===== config.mk =====
export PLATFORM = sky130hd
export DESIGN_NAME = id_ex_operand_stage
export DESIGN_NICKNAME = d
export VERILOG_FILES = /design/src/rtl/cpu_defs.sv /design/src/rtl/fwd_mux.sv /design/src/rtl/id_ex_operand_stage.sv
export SDC_FILE = /design/constraint.sdc
export NUM_CORES = 1
export LEC_CHECK = 0
export CORE_AREA = 10 10 162 164
export DETAILED_ROUTE_END_ITERATION = 16
export DIE_AREA = 0 0 172 174
export PLACE_DENSITY = 0.68
export SLEW_MARGIN = 20
export SYNTH_ARGS = -nofsm -noshare
export SYNTH_HDL_FRONTEND = slang
export SYNTH_SLANG_ARGS = --single-unit

===== constraint.sdc =====
create_clock -name clk -period 5.8 [get_ports clk]
set_clock_uncertainty 0.1 [all_clocks]
set_input_delay 0.87 -clock clk [delete_from_list [all_inputs] [get_ports clk]]
set_output_delay 0.87 -clock clk [all_outputs]
set_load 0.005 [all_outputs]

===== src/rtl/cpu_defs.sv =====
// Shared definitions for the 5-stage CPU datapath.
// Holds the datapath widths, the ALUFun encodings understood by the EX-stage
// ALU, and the bundle of controls that flows from ID towards MEM/WB.
package cpu_defs;

  localparam int DATA_W  = 32;
  localparam int RADDR_W = 5;
  localparam int FUN_W   = 6;
  localparam int SHAMT_W = 5;

  // ALUFun encodings. ALU_ADD is all zeros so a cleared pipeline register
  // (bubble) decodes to an add of zero operands, which has no side effects.
  localparam logic [FUN_W-1:0] ALU_ADD = 6'b000000;
  localparam logic [FUN_W-1:0] ALU_SUB = 6'b000001;
  localparam logic [FUN_W-1:0] ALU_AND = 6'b011000;
  localparam logic [FUN_W-1:0] ALU_OR  = 6'b011110;
  localparam logic [FUN_W-1:0] ALU_XOR = 6'b010110;
  localparam logic [FUN_W-1:0] ALU_NOR = 6'b010001;
  localparam logic [FUN_W-1:0] ALU_A   = 6'b011010;
  localparam logic [FUN_W-1:0] ALU_SLL = 6'b100000;
  localparam logic [FUN_W-1:0] ALU_SRL = 6'b100001;
  localparam logic [FUN_W-1:0] ALU_SRA = 6'b100011;
  localparam logic [FUN_W-1:0] ALU_EQ  = 6'b110011;
  localparam logic [FUN_W-1:0] ALU_NEQ = 6'b110001;
  localparam logic [FUN_W-1:0] ALU_LT  = 6'b110101;

  // Downstream control bundle, field order MSB to LSB.
  typedef struct packed {
    logic reg_write;
    logic mem_read;
    logic mem_write;
    logic mem_to_reg;
  } ctrl_t;

  localparam ctrl_t CTRL_NOP = '{reg_write: 1'b0, mem_read: 1'b0,
                                 mem_write: 1'b0, mem_to_reg: 1'b0};

endpackage


===== src/rtl/fwd_mux.sv =====
// Operand forwarding selector for one source register.
// Picks the youngest in-flight producer of src_addr: EX, then MEM, then WB,
// otherwise the register-file read data. Register 0 never forwards.
// Ports:
//   src_addr   source register number read by the ID instruction
//   rf_data    register-file read data for src_addr
//   ex_fwd_en  EX holds a valid non-load writer (result already computed)
//   ex_rd/ex_data    EX destination and ALU result
//   mem_we/mem_rd/mem_data   MEM-stage writer
//   wb_we/wb_rd/wb_data      WB-stage writer
//   fwd_data   resolved operand value
module fwd_mux #(
  parameter int DATA_W  = 32,
  parameter int RADDR_W = 5
) (
  input  logic [RADDR_W-1:0] src_addr,
  input  logic [DATA_W-1:0]  rf_data,
  input  logic               ex_fwd_en,
  input  logic [RADDR_W-1:0] ex_rd,
  input  logic [DATA_W-1:0]  ex_data,
  input  logic               mem_we,
  input  logic [RADDR_W-1:0] mem_rd,
  input  logic [DATA_W-1:0]  mem_data,
  input  logic               wb_we,
  input  logic [RADDR_W-1:0] wb_rd,
  input  logic [DATA_W-1:0]  wb_data,
  output logic [DATA_W-1:0]  fwd_data
);

  logic src_nz;

  assign src_nz = (src_addr != '0);

  always_comb begin
    fwd_data = rf_data;
    if (src_nz) begin
      if (ex_fwd_en && (ex_rd == src_addr)) begin
        fwd_data = ex_data;
      end else if (mem_we && (mem_rd == src_addr)) begin
        fwd_data = mem_data;
      end else if (wb_we && (wb_rd == src_addr)) begin
        fwd_data = wb_data;
      end
    end
  end

endmodule


===== src/rtl/id_ex_operand_stage.sv =====
// ID/EX pipeline register feeding the ALU.
// Resolves forwarding for rs/rt, applies ALUSrc selection and registers clean
// operands, ALUFun, destination and downstream controls, so the ALU sees only
// flop outputs. Detects load-use hazards and inserts a single bubble.
// Ports:
//   clk, reset            clock, asynchronous active-low reset
//   id_*                  decoded instruction from ID
//   exf_result            ALU result of the instruction now in EX
//   memf_*, wbf_*         MEM / WB writer for forwarding
//   stall, flush          hold this stage / squash the incoming instruction
//   load_use              combinational hazard, upstream holds PC and IF/ID
//   ex_valid, alu_a, alu_b, alu_fun, ex_store_data, ex_rd, ex_*  registered
module id_ex_operand_stage #(
  parameter int DATA_W  = 32,
  parameter int RADDR_W = 5,
  parameter int FUN_W   = 6
) (
  input  logic               clk,
  input  logic               reset,
  input  logic               id_valid,
  input  logic [RADDR_W-1:0] id_rs_addr,
  input  logic [RADDR_W-1:0] id_rt_addr,
  input  logic [RADDR_W-1:0] id_rd_addr,
  input  logic               id_uses_rs,
  input  logic               id_uses_rt,
  input  logic [DATA_W-1:0]  id_rs_data,
  input  logic [DATA_W-1:0]  id_rt_data,
  input  logic [DATA_W-1:0]  id_imm,
  input  logic [4:0]         id_shamt,
  input  logic               id_alusrc1,
  input  logic               id_alusrc2,
  input  logic [FUN_W-1:0]   id_alu_fun,
  input  logic               id_reg_write,
  input  logic               id_mem_read,
  input  logic               id_mem_write,
  input  logic               id_mem_to_reg,
  input  logic [DATA_W-1:0]  exf_result,
  input  logic               memf_reg_write,
  input  logic [RADDR_W-1:0] memf_rd,
  input  logic [DATA_W-1:0]  memf_data,
  input  logic               wbf_reg_write,
  input  logic [RADDR_W-1:0] wbf_rd,
  input  logic [DATA_W-1:0]  wbf_data,
  input  logic               stall,
  input  logic               flush,
  output logic               load_use,
  output logic               ex_valid,
  output logic [DATA_W-1:0]  alu_a,
  output logic [DATA_W-1:0]  alu_b,
  output logic [FUN_W-1:0]   alu_fun,
  output logic [DATA_W-1:0]  ex_store_data,
  output logic [RADDR_W-1:0] ex_rd,
  output logic               ex_reg_write,
  output logic               ex_mem_read,
  output logic               ex_mem_write,
  output logic               ex_mem_to_reg
);

  import cpu_defs::*;

  ctrl_t              ex_ctrl;
  ctrl_t              id_ctrl;
  logic               ex_fwd_en;
  logic [DATA_W-1:0]  rs_fwd;
  logic [DATA_W-1:0]  rt_fwd;
  logic [DATA_W-1:0]  a_next;
  logic [DATA_W-1:0]  b_next;
  logic               rs_hit;
  logic               rt_hit;
  logic               do_bubble;
  logic               do_capture;

  assign id_ctrl = '{reg_write: id_reg_write, mem_read: id_mem_read,
                     mem_write: id_mem_write, mem_to_reg: id_mem_to_reg};

  // A load in EX has no result yet; it is picked up from MEM a cycle later.
  assign ex_fwd_en = ex_valid & ex_ctrl.reg_write & ~ex_ctrl.mem_read;

  fwd_mux #(.DATA_W(DATA_W), .RADDR_W(RADDR_W)) u_fwd_rs (
    .src_addr  (id_rs_addr),
    .rf_data   (id_rs_data),
    .ex_fwd_en (ex_fwd_en),
    .ex_rd     (ex_rd),
    .ex_data   (exf_result),
    .mem_we    (memf_reg_write),
    .mem_rd    (memf_rd),
    .mem_data  (memf_data),
    .wb_we     (wbf_reg_write),
    .wb_rd     (wbf_rd),
    .wb_data   (wbf_data),
    .fwd_data  (rs_fwd)
  );

  fwd_mux #(.DATA_W(DATA_W), .RADDR_W(RADDR_W)) u_fwd_rt (
    .src_addr  (id_rt_addr),
    .rf_data   (id_rt_data),
    .ex_fwd_en (ex_fwd_en),
    .ex_rd     (ex_rd),
    .ex_data   (exf_result),
    .mem_we    (memf_reg_write),
    .mem_rd    (memf_rd),
    .mem_data  (memf_data),
    .wb_we     (wbf_reg_write),
    .wb_rd     (wbf_rd),
    .wb_data   (wbf_data),
    .fwd_data  (rt_fwd)
  );

  assign a_next = id_alusrc1 ? {{(DATA_W-5){1'b0}}, id_shamt} : rs_fwd;
  assign b_next = id_alusrc2 ? id_imm : rt_fwd;

  assign rs_hit   = id_uses_rs & (ex_rd == id_rs_addr);
  assign rt_hit   = id_uses_rt & (ex_rd == id_rt_addr);
  assign load_use = id_valid & ex_valid & ex_ctrl.mem_read & (ex_rd != '0)
                  & (rs_hit | rt_hit);

  // Flush beats stall; stall beats the load-use bubble so the hazard stays
  // visible until the stage is released. Invalid ID slots become bubbles.
  assign do_bubble  = flush | (~stall & (load_use | ~id_valid));
  assign do_capture = ~flush & ~stall & ~load_use & id_valid;

  always_ff @(posedge clk or negedge reset) begin
    if (!reset) begin
      ex_valid      <= 1'b0;
      alu_a         <= '0;
      alu_b         <= '0;
      alu_fun       <= '0;
      ex_store_data <= '0;
      ex_rd         <= '0;
      ex_ctrl       <= CTRL_NOP;
    end else if (do_bubble) begin
      ex_valid      <= 1'b0;
      alu_a         <= '0;
      alu_b         <= '0;
      alu_fun       <= FUN_W'(ALU_ADD);
      ex_store_data <= '0;
      ex_rd         <= '0;
      ex_ctrl       <= CTRL_NOP;
    end else if (do_capture) begin
      ex_valid      <= 1'b1;
      alu_a         <= a_next;
      alu_b         <= b_next;
      alu_fun       <= id_alu_fun;
      ex_store_data <= rt_fwd;
      ex_rd         <= id_rd_addr;
      ex_ctrl       <= id_ctrl;
    end
  end

  assign ex_reg_write  = ex_ctrl.reg_write;
  assign ex_mem_read   = ex_ctrl.mem_read;
  assign ex_mem_write  = ex_ctrl.mem_write;
  assign ex_mem_to_reg = ex_ctrl.mem_to_reg;

endmodule


==> results, run 1 <==
- The run finished with clean final reports.
- The type of the most critical hold path is register to register.
- For this configuration, the core starts out at a cell density of 34.39%.
- In the global route stage, overall resource usage came out at 25.19%.
- The startpoint identified for the worst hold timing path is ex_store_data[27].
- Counting flops with an async set or reset pin after synthesis yields a share of 100.0%.
- Once the clock tree was built, the resizer swapped 0 gates to a different size.
- The endpoint identified for the worst register-to-register timing path is alu_b[10].
- The buffer type at the clock tree root is sky130_fd_sc_hd__clkbuf_16.
- Hold timing on the final database bottoms out at a slack of 0.3811 ns.
- The via count of the first global-routing pass is 9270.
- Across the run, the number of max-cap violations was 0.
- The number of buffers inserted during clock tree synthesis is 9.
- The final layout contains 1515 nets.
- Routability-driven placement finished with a final weighted congestion of 0.9121.
- After clock tree synthesis, the clock-pin slew on the worst setup and hold paths is 0.07 ns.
- The worst setup path is launched from an input pin.
- In the synthesized netlist the dominant register cell turns out to be sky130_fd_sc_hd__dfrtp_1.
- The count of TritonRoute iterations in the first routing pass is 6.
- The routed via count is 9242.
- The initial antenna violation count is 4.
- Entering global routing, the biggest net connects 67 pins.
- STA puts the critical path data required time at 4.83 ns.
- The number of design rule violations left after detail routing is 0.
- The first global-routing pass estimated 58780 um of wire.
- The die is 174 um tall.
- The placement row count is 56.
- The maximum clock frequency is 247.2 MHz.
- The reg2reg setup slack is 2.73 ns.
- The core region is 23120 um^2.
- The post-synthesis cell type count is 50.
- The count of clock tree sinks is 112.
- Dividing the final minimum period by the clock period gives 69.74%.
- Setup repair after global routing left no endpoint under its margin.
- Compared with the post-synthesis result, the final layout area differs by 49.68%.
- The quantity of hold-fixing buffers added after cts is 0.
- Counting I/O delays and the setup requirement, the final critical path takes 4.045 ns.
- The critical path class is input pin to primary output.
- The leakage power total is 4.554 nW.
- For this run, the number of Yosys warnings is 0.
- The final hold violation count is 0.
- The ratio of total power to cell area is 166.1 nW/um^2.
- The proportion of synthesized chip area in sequential cells is 35.25%.
- Setup violations remaining at the end of the flow were counted as 0.
- The combined area of all synthesized cells is 7951 um^2.
- In the final routing, the length of wire on met1 measures 16340 um.
- The total wire length after detailed routing is 38880 um.
- The vias per cell is 5.887.
- Detailed routing placed a total of 18460 um of wire on met2.
- When the netlist entered floorplanning its net count stood at 1229.
- The largest registers in the layout are alu_a: 32 flops, alu_b: 32 flops, ex_store_data: 32 flops.
- A synthesized cell averages 8.064 um^2.
- The headroom to the max-slew limit is 32.53%.
- Synthesis handed over a netlist of 986 instances.
- The die is 172 um wide.
- The half-perimeter wire length after placement is 28520 um.
- The H-tree depth is 3.
- Routed signal wires occupy layers up through met4.
- Once detail routing completed, the nets flagged for antenna violations numbered 0.
- After detailed placement, the design holds a cell count of 1551.
- The highest net fanout along the worst path is 11.
- After the flow finishes, the layout carries non-filler instances totaling 1570.
- The worst reg-to-reg path cell count is 6.
- The maximum clock insertion buffer count is 2.
- The average wire per cell in the routed design is 24.76 um.
- After routing, the total negative slack on setup checks comes to 0 ns.
- The met3 layer wire length in the routed design is 3173 um.
- The post-CTS setup-driven buffer insertion count is 0.
- The transition at the pin with the smallest max-transition slack is 1.012 ns.
- The terminating pin of the worst hold path is ex_store_data[27].
- Along the worst hold path, the cell count comes to 2.
- The max-slew violation total from the final report came to 0.
- The area of the die is 29930 um^2.
- The post-route netlist has 6.113% of its cells at a drive strength greater than 1.
- The arrival time reported for the critical path endpoint is 3.07 ns.
- During I/O placement, the number of pins put on the boundary was 356.
- After synthesis the netlist holds a flip-flop and latch count of 112.
- The clock reaches the later pin of the worst-skew pair after 0.36 ns.
- The worst register-to-register path begins at ex_mem_read.
- The number of flops mapped to enable cells by yosys is 0.
- The aggregate global routing overflow is 0.
- The post-route total power is 1.977 mW.
- The worst IR drop on VDD is 0.1083 mV.
- The endpoint class of the critical path is a primary output.
- The initial detailed-routing violation count is 991.
- During placement, the flow inserted port buffers numbering 355.
- The clock tree from TritonCTS is done.
==> routing by layer <==
metal / up-vias / track usage (%)
li1: 4277 / -
met1: 4441 / 32.96
met2: 471 / 40.43
met3: 53 / 5.143
met4: 0 / 8.049
met5: - / 0
==> layout make-up <==
cell class                      count  area [um^2]
Inverter                            8        30.03
Clock buffer                       10        229.0
Tap cell                          290        362.8
Fill cell                        2221        11220
Sequential cell                   112         2803
Antenna cell                        4        10.01
Clock inverter                      5        40.04
Multi-Input combinational cell    771         4756
Timing Repair Buffer              370         3671
==> cells in the mapped netlist, types with 6 or more instances <==
master | instances | area share (%)
sky130_fd_sc_hd__nor3_1 | 28 | 1.8
sky130_fd_sc_hd__o211ai_1 | 6 | 0.57
sky130_fd_sc_hd__a22oi_1 | 28 | 2.6
sky130_fd_sc_hd__nand4_1 | 9 | 0.71
sky130_fd_sc_hd__nor2_1 | 62 | 2.9
sky130_fd_sc_hd__clkbuf_1 | 68 | 3.2
sky130_fd_sc_hd__inv_1 | 7 | 0.33
sky130_fd_sc_hd__xor2_1 | 20 | 2.2
sky130_fd_sc_hd__mux2i_1 | 27 | 3.4
sky130_fd_sc_hd__xnor2_1 | 10 | 1.1
sky130_fd_sc_hd__o21ai_0 | 68 | 4.3
sky130_fd_sc_hd__a211o_1 | 27 | 3.0
sky130_fd_sc_hd__a221oi_1 | 27 | 3.0
sky130_fd_sc_hd__a21oi_1 | 27 | 1.7
sky130_fd_sc_hd__o21a_1 | 10 | 0.94
sky130_fd_sc_hd__o31ai_1 | 57 | 5.4
sky130_fd_sc_hd__buf_4 | 6 | 0.57
sky130_fd_sc_hd__a22o_1 | 15 | 1.7
sky130_fd_sc_hd__o221a_2 | 26 | 3.7
sky130_fd_sc_hd__dfrtp_1 | 112 | 35
sky130_fd_sc_hd__a211oi_1 | 31 | 2.9
sky130_fd_sc_hd__buf_2 | 15 | 0.94
sky130_fd_sc_hd__nand2_1 | 177 | 8.4
sky130_fd_sc_hd__nand3_1 | 66 | 4.2
sky130_fd_sc_hd__buf_1 | 6 | 0.28
==> logic make-up after synthesis <==
group / share of synthesized area [%]
simple gates: 20.35
compound gates: 31.61
flops: 35.25
buf+inv: 5.381
mux: 4.107
xor+xnor: 3.304
==> report_power, final <==
group | switching, mW | total, mW | internal, mW
combinational | 0.244 | 0.523 | 0.279
clock | 0.328 | 0.624 | 0.296
sequential | 0.0203 | 0.830 | 0.810
total | 0.592 | 1.98 | 1.38
==> worst max path at each step <==
stage                        from  endpoint  cells after the start
finish              id_rt_addr[3]  load_use                      7
global route        id_rt_addr[3]  load_use                      7
CTS                 id_rt_addr[3]  load_use                      7
detailed placement  id_rt_addr[3]  load_use                      7
global placement    id_rt_addr[3]  load_use                      7
floorplan           id_rt_addr[3]  load_use                      6
==> placed cells by master, fill, tap and decap left out, drive strengths merged, types with 6 or more instances in the layout <==
cell type      synthesis  layout
dfrtp                112     112
inv                    7      10
o31ai                 57      57
o21ai                 69      69
o21a                  10      10
a22o                  15      15
xnor2                 10      10
mux2i                 27      27
nor3                  30      30
a211oi                31      31
a211o                 27      27
o211ai                 6       6
nand2                177     177
nand4                  9       9
o221a                 26      26
nor2                  62      62
a22oi                 28      28
and2                   6       6
xor2                  20      20
clkdlybuf4s50          0     353
a221oi                27      27
clkbuf                68      10
nand3                 67      67
buf                   27      17
a21oi                 27      27
==> metrics by stage <==
stage | utilization, % | instance area, um^2 | setup slack [ns]
global route | 51.47 | 11900 | 1.652
CTS | 51.41 | 11890 | 1.747
finish | 51.47 | 11900 | 1.755
detailed placement | 50.24 | 11620 | 1.748
floorplan | - | 7951 | 3.005
global placement | 50.24 | 11620 | 1.799
==> worst max-delay path, cell delays in order <==
cell and delay, ns:
sky130_fd_sc_hd__clkdlybuf4s50_1 0.51, sky130_fd_sc_hd__xor2_1 0.23, sky130_fd_sc_hd__nor3_4 0.33, sky130_fd_sc_hd__nand4_1 0.13, sky130_fd_sc_hd__a21o_1 0.33, sky130_fd_sc_hd__nor2_1 0.15, sky130_fd_sc_hd__clkdlybuf4s50_1 0.52
Power figures use the tool's default switching activity.
==> run 2: changes to the inputs <==
--- a/config.mk
+++ b/config.mk
@@ -8,7 +8,7 @@
 export CORE_AREA = 10 10 162 164
 export DETAILED_ROUTE_END_ITERATION = 16
 export DIE_AREA = 0 0 172 174
-export PLACE_DENSITY = 0.68
+export PLACE_DENSITY = 0.71
 export SLEW_MARGIN = 20
 export SYNTH_ARGS = -nofsm -noshare
 export SYNTH_HDL_FRONTEND = slang
==> constraint.sdc (replaced) <==
create_clock -name clk -period 3.6 [get_ports clk]
set_clock_uncertainty 0.1 [all_clocks]
set_input_delay 0.54 -clock clk [delete_from_list [all_inputs] [get_ports clk]]
set_output_delay 0.54 -clock clk [all_outputs]
set_load 0.005 [all_outputs]
==> results, run 2 (synthesis results as in run 1) <==
- The run finished with clean final reports.
- The post-placement setup slack came to 0.3988 ns (-1.349 ns).
- The aggregate global routing overflow is 0 (unchanged).
- The leakage power total is 4.645 nW (+2.0%).
- Setup repair after global routing left no endpoint under its margin.
- The H-tree depth is 3 (unchanged).
- The tightest min-delay check is of the input pin to async pin type.
- The ratio of total power to cell area is 274.1 nW/um^2 (+65%).
- The number of buffer cells added on primary ports was 355 (unchanged).
- The highest net fanout along the worst path was 5 (-6).
- The cell family contributing the most delay on the critical path is buffers and inverters.
- In the layout the commonest cells are sky130_fd_sc_hd__clkdlybuf4s50_1 (353), sky130_fd_sc_hd__nand2_1 (175), sky130_fd_sc_hd__dfrtp_1 (112), sky130_fd_sc_hd__o21ai_0 (68), sky130_fd_sc_hd__nand3_1 (65).
- The placement row count is 56 (unchanged).
- The maximum number of pins on one net before global-route repair is 102 (+52%).
- The post-route antenna net violation count came to 0 (unchanged).
- The routed via count was 9494 (+2.7%).
- The clock-pin slew on the worst setup and hold paths is 0.08 ns (about the same).
- Walking the worst path, the cells encountered are clkdlybuf4s50_1 -> xor2_1 -> nor3_4 -> nand4_1 -> a21o_1 -> nor2_1 -> clkdlybuf4s50_1.
- The launching element type of the critical path is an input pin.
- The largest registers in the layout are alu_a: 32 flops, alu_b: 32 flops, ex_store_data: 32 flops.
- The maximum single-stage delay on the critical path is 0.52 ns (about the same).
- The end of the worst register-to-register path is ex_rd[3].
- The reg2reg setup slack was 1.13 ns (-1.60 ns).
- The initial antenna violation count is 5 (+1).
- Based on the critical path, the design can be clocked at up to 320.1 MHz.
- The maximum clock insertion buffer count is 2 (unchanged).
- The setup TNS is 0 ns (unchanged).
- The number of buffers inserted during clock tree synthesis is 9 (unchanged).
- The arrival time reported for the critical path endpoint was 2.48 ns (-0.59 ns).
- The critical path class is input pin to primary output.
- The via count of the first global-routing pass is 9351 (+0.87%).
- The post-route fraction of the period consumed by the critical path is 86.77%.
- The ratio of cells with drive above 1 in the final layout is 7.270% (+1.2 points).
- The wire length of the first global-routing pass is 58770 um (about the same).
- STA classifies the critical path endpoint as a primary output.
- The y dimension of the die is 174 um (unchanged).
- The start of the worst register-to-register path is ex_rd[1].
- Relative to the synthesized area, the layout overhead comes to 52.01%.
- The count of clock tree sinks is 112 (unchanged).
- The minimum hold slack is 0.1165 ns (-0.2646 ns).
- The worst setup slack after layout is 0.4761 ns (-1.279 ns).
- The transition at the pin with the smallest max-transition slack came to 0.8427 ns (-0.1695 ns).
- The number of buffer and inverter instances along the worst setup path is 2 (unchanged).
- The vias per cell is 5.982 (+1.6%).
- The half-perimeter wire length after placement is 29210 um (+2.4%).
- The effective utilization at floorplan was 34.39% (unchanged).
- The number of design rule violations left after detail routing came to 0 (unchanged).
- The clock period minus final worst setup slack is 3.124 ns.
- The number of resized instances in the post-cts repair step came to 0 (unchanged).
- The area of the die is 29930 um^2 (unchanged).
- The global routing usage summed across all routing layers came to 25.14% (-0.052 points).
- The worst IR drop on VDD was 0.1759 mV (+62%).
- The source-to-sink clock delay at the later pin of the worst-skew pair came to 0.35 ns (about the same).
- The reported max-cap violation count is 0 (unchanged).
- The slowest stage of the critical path belongs to the cell sky130_fd_sc_hd__clkdlybuf4s50_1.
- The quantity of hold-fixing buffers added after cts is 0 (unchanged).
- The width of the die is 172 um (unchanged).
- The post-layout net count is 1531 (+1.1%).
- The utilization after layout came to 52.27% (+0.80 points).
- The total wire length after detailed routing is 39500 um (+1.6%).
- The number of I/O pins came to 356 (unchanged).
- The most used cell along the critical path is sky130_fd_sc_hd__clkdlybuf4s50_1.
- The post-CTS setup-driven buffer insertion count is 0 (unchanged).
- The number of setup violations in the final report came to 0 (unchanged).
- The headroom to the max-slew limit is 43.82% (+11 points).
- The final RePlAce weighted congestion is 0.8932 (-2.1%).
- The post-route total power is 3.313 mW (+68%).
- The average wire per cell in the routed design is 24.89 um (+0.50%).
- The cell count along the critical path is 7 (unchanged).
- The count of TritonRoute iterations in the first routing pass was 6 (unchanged).
- The area of the core is 23120 um^2 (unchanged).
- The worst reg-to-reg path cell count was 6 (unchanged).
- The max-slew violation total from the final report is 0 (unchanged).
- The final hold violation count was 0 (unchanged).
- Clock tree synthesis selected as its root buffer the cell sky130_fd_sc_hd__clkbuf_16.
- The clock tree from TritonCTS is done.
- The required time of the critical path came to 2.96 ns (-1.87 ns).
- The initial detailed-routing violation count was 1093 (+10%).
- Leaving out fill and tap cells, the most frequent cell in the layout is sky130_fd_sc_hd__clkdlybuf4s50_1.
run 2: cell count changes in the layout (fill, tap and decap cells not counted), moves of 2 or more:
cell	change
sky130_fd_sc_hd__buf_12	+2
sky130_fd_sc_hd__inv_6	-3
sky130_fd_sc_hd__clkinv_4	+3
sky130_fd_sc_hd__clkbuf_8	+2
sky130_fd_sc_hd__buf_4	+14
run 2: through the flow:
stage	area (um^2)	instances
floorplan	7951	986
global placement	11760	1567
detailed placement	11760	1567
CTS	12080	1583
global route	12090	1587
finish	12090	1587
run 2: final cells by class:
class	count	area, um^2
fillers	2216	11040
multi-input cells	771	4747
repair buffers	386	3816
flip-flops and latches	112	2803
well taps	290	362.8
clock buffers	11	252.7
clock inverters	5	65.06
inverters	8	30.03
diodes	4	10.01
run 2: how the worst max path moves through the flow:
stage,startpoint,end,slack (ns)
after floorplan,wbf_rd[2],alu_a[3],1.34
after global placement,id_rt_addr[4],alu_b[10],0.43
after detailed placement,id_rt_addr[4],alu_b[11],0.40
after CTS,id_rt_addr[3],load_use,0.46
after global routing,id_rt_addr[3],load_use,0.37
final,id_rt_addr[3],load_use,0.48
run 2: layer usage:
metal	share of wire [%]	vias to the layer above	routed length (um)	global-route usage, %
li1	-	4303	-	-
met5	0.033	-	13	0
met3	9.6	76	3793	5.188
met4	3.3	2	1297	10.35
met2	46	606	18330	39.00
met1	41	4507	16060	33.10
run 2: power by group:
group / total, mW / leakage (nW) / switching, mW / internal, mW
combinational: 0.853 / 2.96 / 0.397 / 0.456
clock: 1.12 / 0.156 / 0.537 / 0.586
sequential: 1.34 / 1.53 / 0.0323 / 1.30
==> run 3: changes to the inputs <==
--- a/config.mk
+++ b/config.mk
@@ -8,7 +8,7 @@
 export CORE_AREA = 10 10 162 164
 export DETAILED_ROUTE_END_ITERATION = 16
 export DIE_AREA = 0 0 172 174
-export PLACE_DENSITY = 0.71
+export PLACE_DENSITY = 0.68
 export SLEW_MARGIN = 20
 export SYNTH_ARGS = -nofsm -noshare
 export SYNTH_HDL_FRONTEND = slang
==> constraint.sdc (replaced) <==
create_clock -name clk -period 4.03 [get_ports clk]
set_clock_uncertainty 0.1 [all_clocks]
set_input_delay 0.6045 -clock clk [delete_from_list [all_inputs] [get_ports clk]]
set_output_delay 0.6045 -clock clk [all_outputs]
set_load 0.005 [all_outputs]
==> results, run 3 (synthesis results as in run 1) <==
- The flow ran to the end, and the final reports show no timing, DRC or antenna violations.
- In this design, the critical path's most frequently occurring cell is sky130_fd_sc_hd__clkdlybuf4s50_1.
- The post-route fraction of the period consumed by the critical path is 87.46%.
- The average wire per cell in the routed design came to 24.64 um (-1.0%).
- The arrival time reported for the critical path endpoint was 2.82 ns (+0.34 ns).
- The setup path with the least slack is of type input pin to primary output.
- The width of the die is 172 um (unchanged).
- The internal power summed over all cells is 2.033 mW (-13%).
- The vias per cell was 5.881 (-1.7%).
- The placement row count is 56 (unchanged).
- The maximum number of pins on one net before global-route repair is 61 (-40%).
- The number of resized instances in the post-cts repair step is 0 (unchanged).
- The via count of the first global-routing pass is 9544 (+2.1%).
- The headroom to the max-slew limit is 43.50% (-0.32 points).
- The post-CTS setup-driven buffer insertion count was 0 (unchanged).
- The post-route antenna net violation count is 0 (unchanged).
- Leaving out fill and tap cells, the most frequent cells in the layout are sky130_fd_sc_hd__clkdlybuf4s50_1 (353), sky130_fd_sc_hd__nand2_1 (174), sky130_fd_sc_hd__dfrtp_1 (112), sky130_fd_sc_hd__o21ai_0 (68), sky130_fd_sc_hd__nand3_1 (65).
- The total wire length after detailed routing is 39200 um (-0.75%).
- The combinational group share of total power is 26.2% (+0.5 points).
- The area added between synthesis and finish is 51.64%.
- The global routing usage summed across all routing layers is 25.40% (+0.26 points).
- The required time of the critical path is 3.33 ns (+0.37 ns).
- The number of buffer cells added on primary ports is 355 (unchanged).
- The net switching power was 856.1 uW (-11%).
- The H-tree depth is 3 (unchanged).
- The maximum single-stage delay on the critical path is 0.52 ns (about the same).
- The ratio of total power to cell area was 239.6 nW/um^2 (-13%).
- The aggregate global routing overflow is 0 (unchanged).
- The quantity of hold-fixing buffers added after cts is 0 (unchanged).
- The portion of total power attributed to the clock network is 32.4% (-1.5 points).
- The transition at the pin with the smallest max-transition slack came to 0.8475 ns (+0.004822 ns).
- The count of TritonRoute iterations in the first routing pass is 5 (-1).
- The worst IR drop on VDD is 0.1469 mV (-16%).
- STA classifies the critical path startpoint as an input pin.
- The cell type group with the largest total delay on the critical path is buffers and inverters.
- The clock tree from TritonCTS is done.
- The highest net fanout along the worst path is 11 (+6).
- The post-layout net count was 1528 (-0.20%).
- The number of design rule violations left after detail routing is 0 (unchanged).
- The reported max-cap violation count is 0 (unchanged).
- The count of clock tree sinks is 112 (unchanged).
- The source-to-sink clock delay at the later pin of the worst-skew pair is 0.36 ns (about the same).
- The wire length of the first global-routing pass is 58970 um (+0.34%).
- The number of fillers in the final layout is 2225 (+0.41%).
- The switching power share of the total is 29.63% (+0.47 points).
- Traced cell by cell, the critical path runs through clkdlybuf4s50_1 -> xor2_1 -> nor3_4 -> nand4_1 -> a21o_1 -> nor2_1 -> clkdlybuf4s50_1.
- The area of the die is 29930 um^2 (unchanged).
- The type of the most critical hold path is input pin to async pin.
- The minimum hold slack is 0.2125 ns (+0.09601 ns).
- The setup TNS is 0 ns (unchanged).
- The maximum clock insertion buffer count was 2 (unchanged).
- The largest registers in the layout are alu_a: 32 flops, alu_b: 32 flops, ex_store_data: 32 flops.
- The ratio of cells with drive above 1 in the final layout is 7.209% (-0.061 points).
- The max-slew violation total from the final report is 0 (unchanged).
- The y dimension of the die is 174 um (unchanged).
- The share of total power in sequential cells is 41.4% (+1.0 points).
- The area of the core is 23120 um^2 (unchanged).
- Setup repair after global routing left no endpoint under its margin.
- On the critical path, the stage with the largest delay is an instance of sky130_fd_sc_hd__clkdlybuf4s50_1.
- The final RePlAce weighted congestion is 0.9309 (+4.2%).
- The effective utilization at floorplan came to 34.39% (unchanged).
- The buffer type at the clock tree root is sky130_fd_sc_hd__clkbuf_16.
- The leakage power total is 4.619 nW (-0.56%).
- The number of I/O pins is 356 (unchanged).
- The number of buffer and inverter instances along the worst setup path is 2 (unchanged).
- The worst path in the final design needs a cycle of 3.525 ns, including I/O delays and setup.
- The initial detailed-routing violation count is 868 (-21%).
- The routed via count came to 9357 (-1.4%).
- The initial antenna violation count is 9 (+4).
- Timing would allow up to 283.7 MHz.
- Leaving out fill and tap cells, the most frequent cell in the layout is sky130_fd_sc_hd__clkdlybuf4s50_1.
- The number of setup violations in the final report is 0 (unchanged).
- The final hold violation count was 0 (unchanged).
- The post-route total power is 2.889 mW (-13%).
- The endpoint class of the critical path is a primary output.
- The number of buffers inserted during clock tree synthesis is 9 (unchanged).
- The half-perimeter wire length after placement is 29310 um (+0.33%).
- The clock-pin slew on the worst setup and hold paths is 0.08 ns (about the same).
[run 3: layer usage]
layer / vias up / share of wire, % / track usage (%)
met5: - / 0 / 0
met1: 4481 / 41 / 32.61
met2: 496 / 47 / 39.70
met3: 68 / 8.6 / 5.279
li1: 4312 / - / -
met4: 0 / 3.6 / 11.97
[run 3: power groups by stage]
stage | Combinational, mW | Clock [mW] | Sequential, mW
floorplan | 0.258 | 0 | 1.22
global placement | 0.747 | 0 | 1.22
detailed placement | 0.753 | 0 | 1.22
CTS | 0.756 | 0.954 | 1.20
global route | 0.812 | 0.986 | 1.20
finish | 0.757 | 0.937 | 1.20
[run 3: metrics by stage]
stage / cell area (um^2) / utilization [%] / worst slack (ns) / std cells
2_1_floorplan: 7951 / - / 1.710 / 986
3_3_place_gp: 11740 / 50.77 / 0.5489 / 1564
3_5_place_dp: 11740 / 50.77 / 0.5104 / 1564
4_1_cts: 12030 / 52.03 / 0.5078 / 1580
5_1_grt: 12050 / 52.13 / 0.3370 / 1589
6_report: 12060 / 52.15 / 0.5052 / 1591
[run 3: final timing paths]
path | end | slack [ns] | depth (start not counted) | from
setup reg to reg | alu_b[7] | 1.26 | 7 | ex_rd[3]
hold / removal | ex_store_data[3] | 0.21 | 1 | reset
setup / recovery | load_use | 0.51 | 7 | id_rt_addr[2]
hold reg to reg | alu_b[28] | 0.38 | 2 | alu_b[28]
max in group asynchronous | alu_b[11] | 2.77 | 2 | reset
min in group clk | alu_b[28] | 0.38 | 2 | alu_b[28]
[run 3: area by class of cell]
type	count	area, um^2	share of cell area, %
clock inverters	5	37.54	0.3113
well taps	290	362.8	3.009
multi-input cells	771	4751	39.40
inverters	8	30.03	0.2490
repair buffers	383	3794	31.46
clock buffers	11	252.7	2.096
flip-flops and latches	112	2803	23.24
diodes	11	27.53	0.2283
[run 3: worst reg2reg max path, stage by stage (launching register included)]
cell and delay [ns]:
sky130_fd_sc_hd__dfrtp_1 0.46, sky130_fd_sc_hd__xor2_1 0.20, sky130_fd_sc_hd__nor3_4 0.33, sky130_fd_sc_hd__nand3_2 0.51, sky130_fd_sc_hd__buf_4 0.39, sky130_fd_sc_hd__o31ai_1 0.34
sky130_fd_sc_hd__a211oi_1 0.11, sky130_fd_sc_hd__o31ai_1 0.25
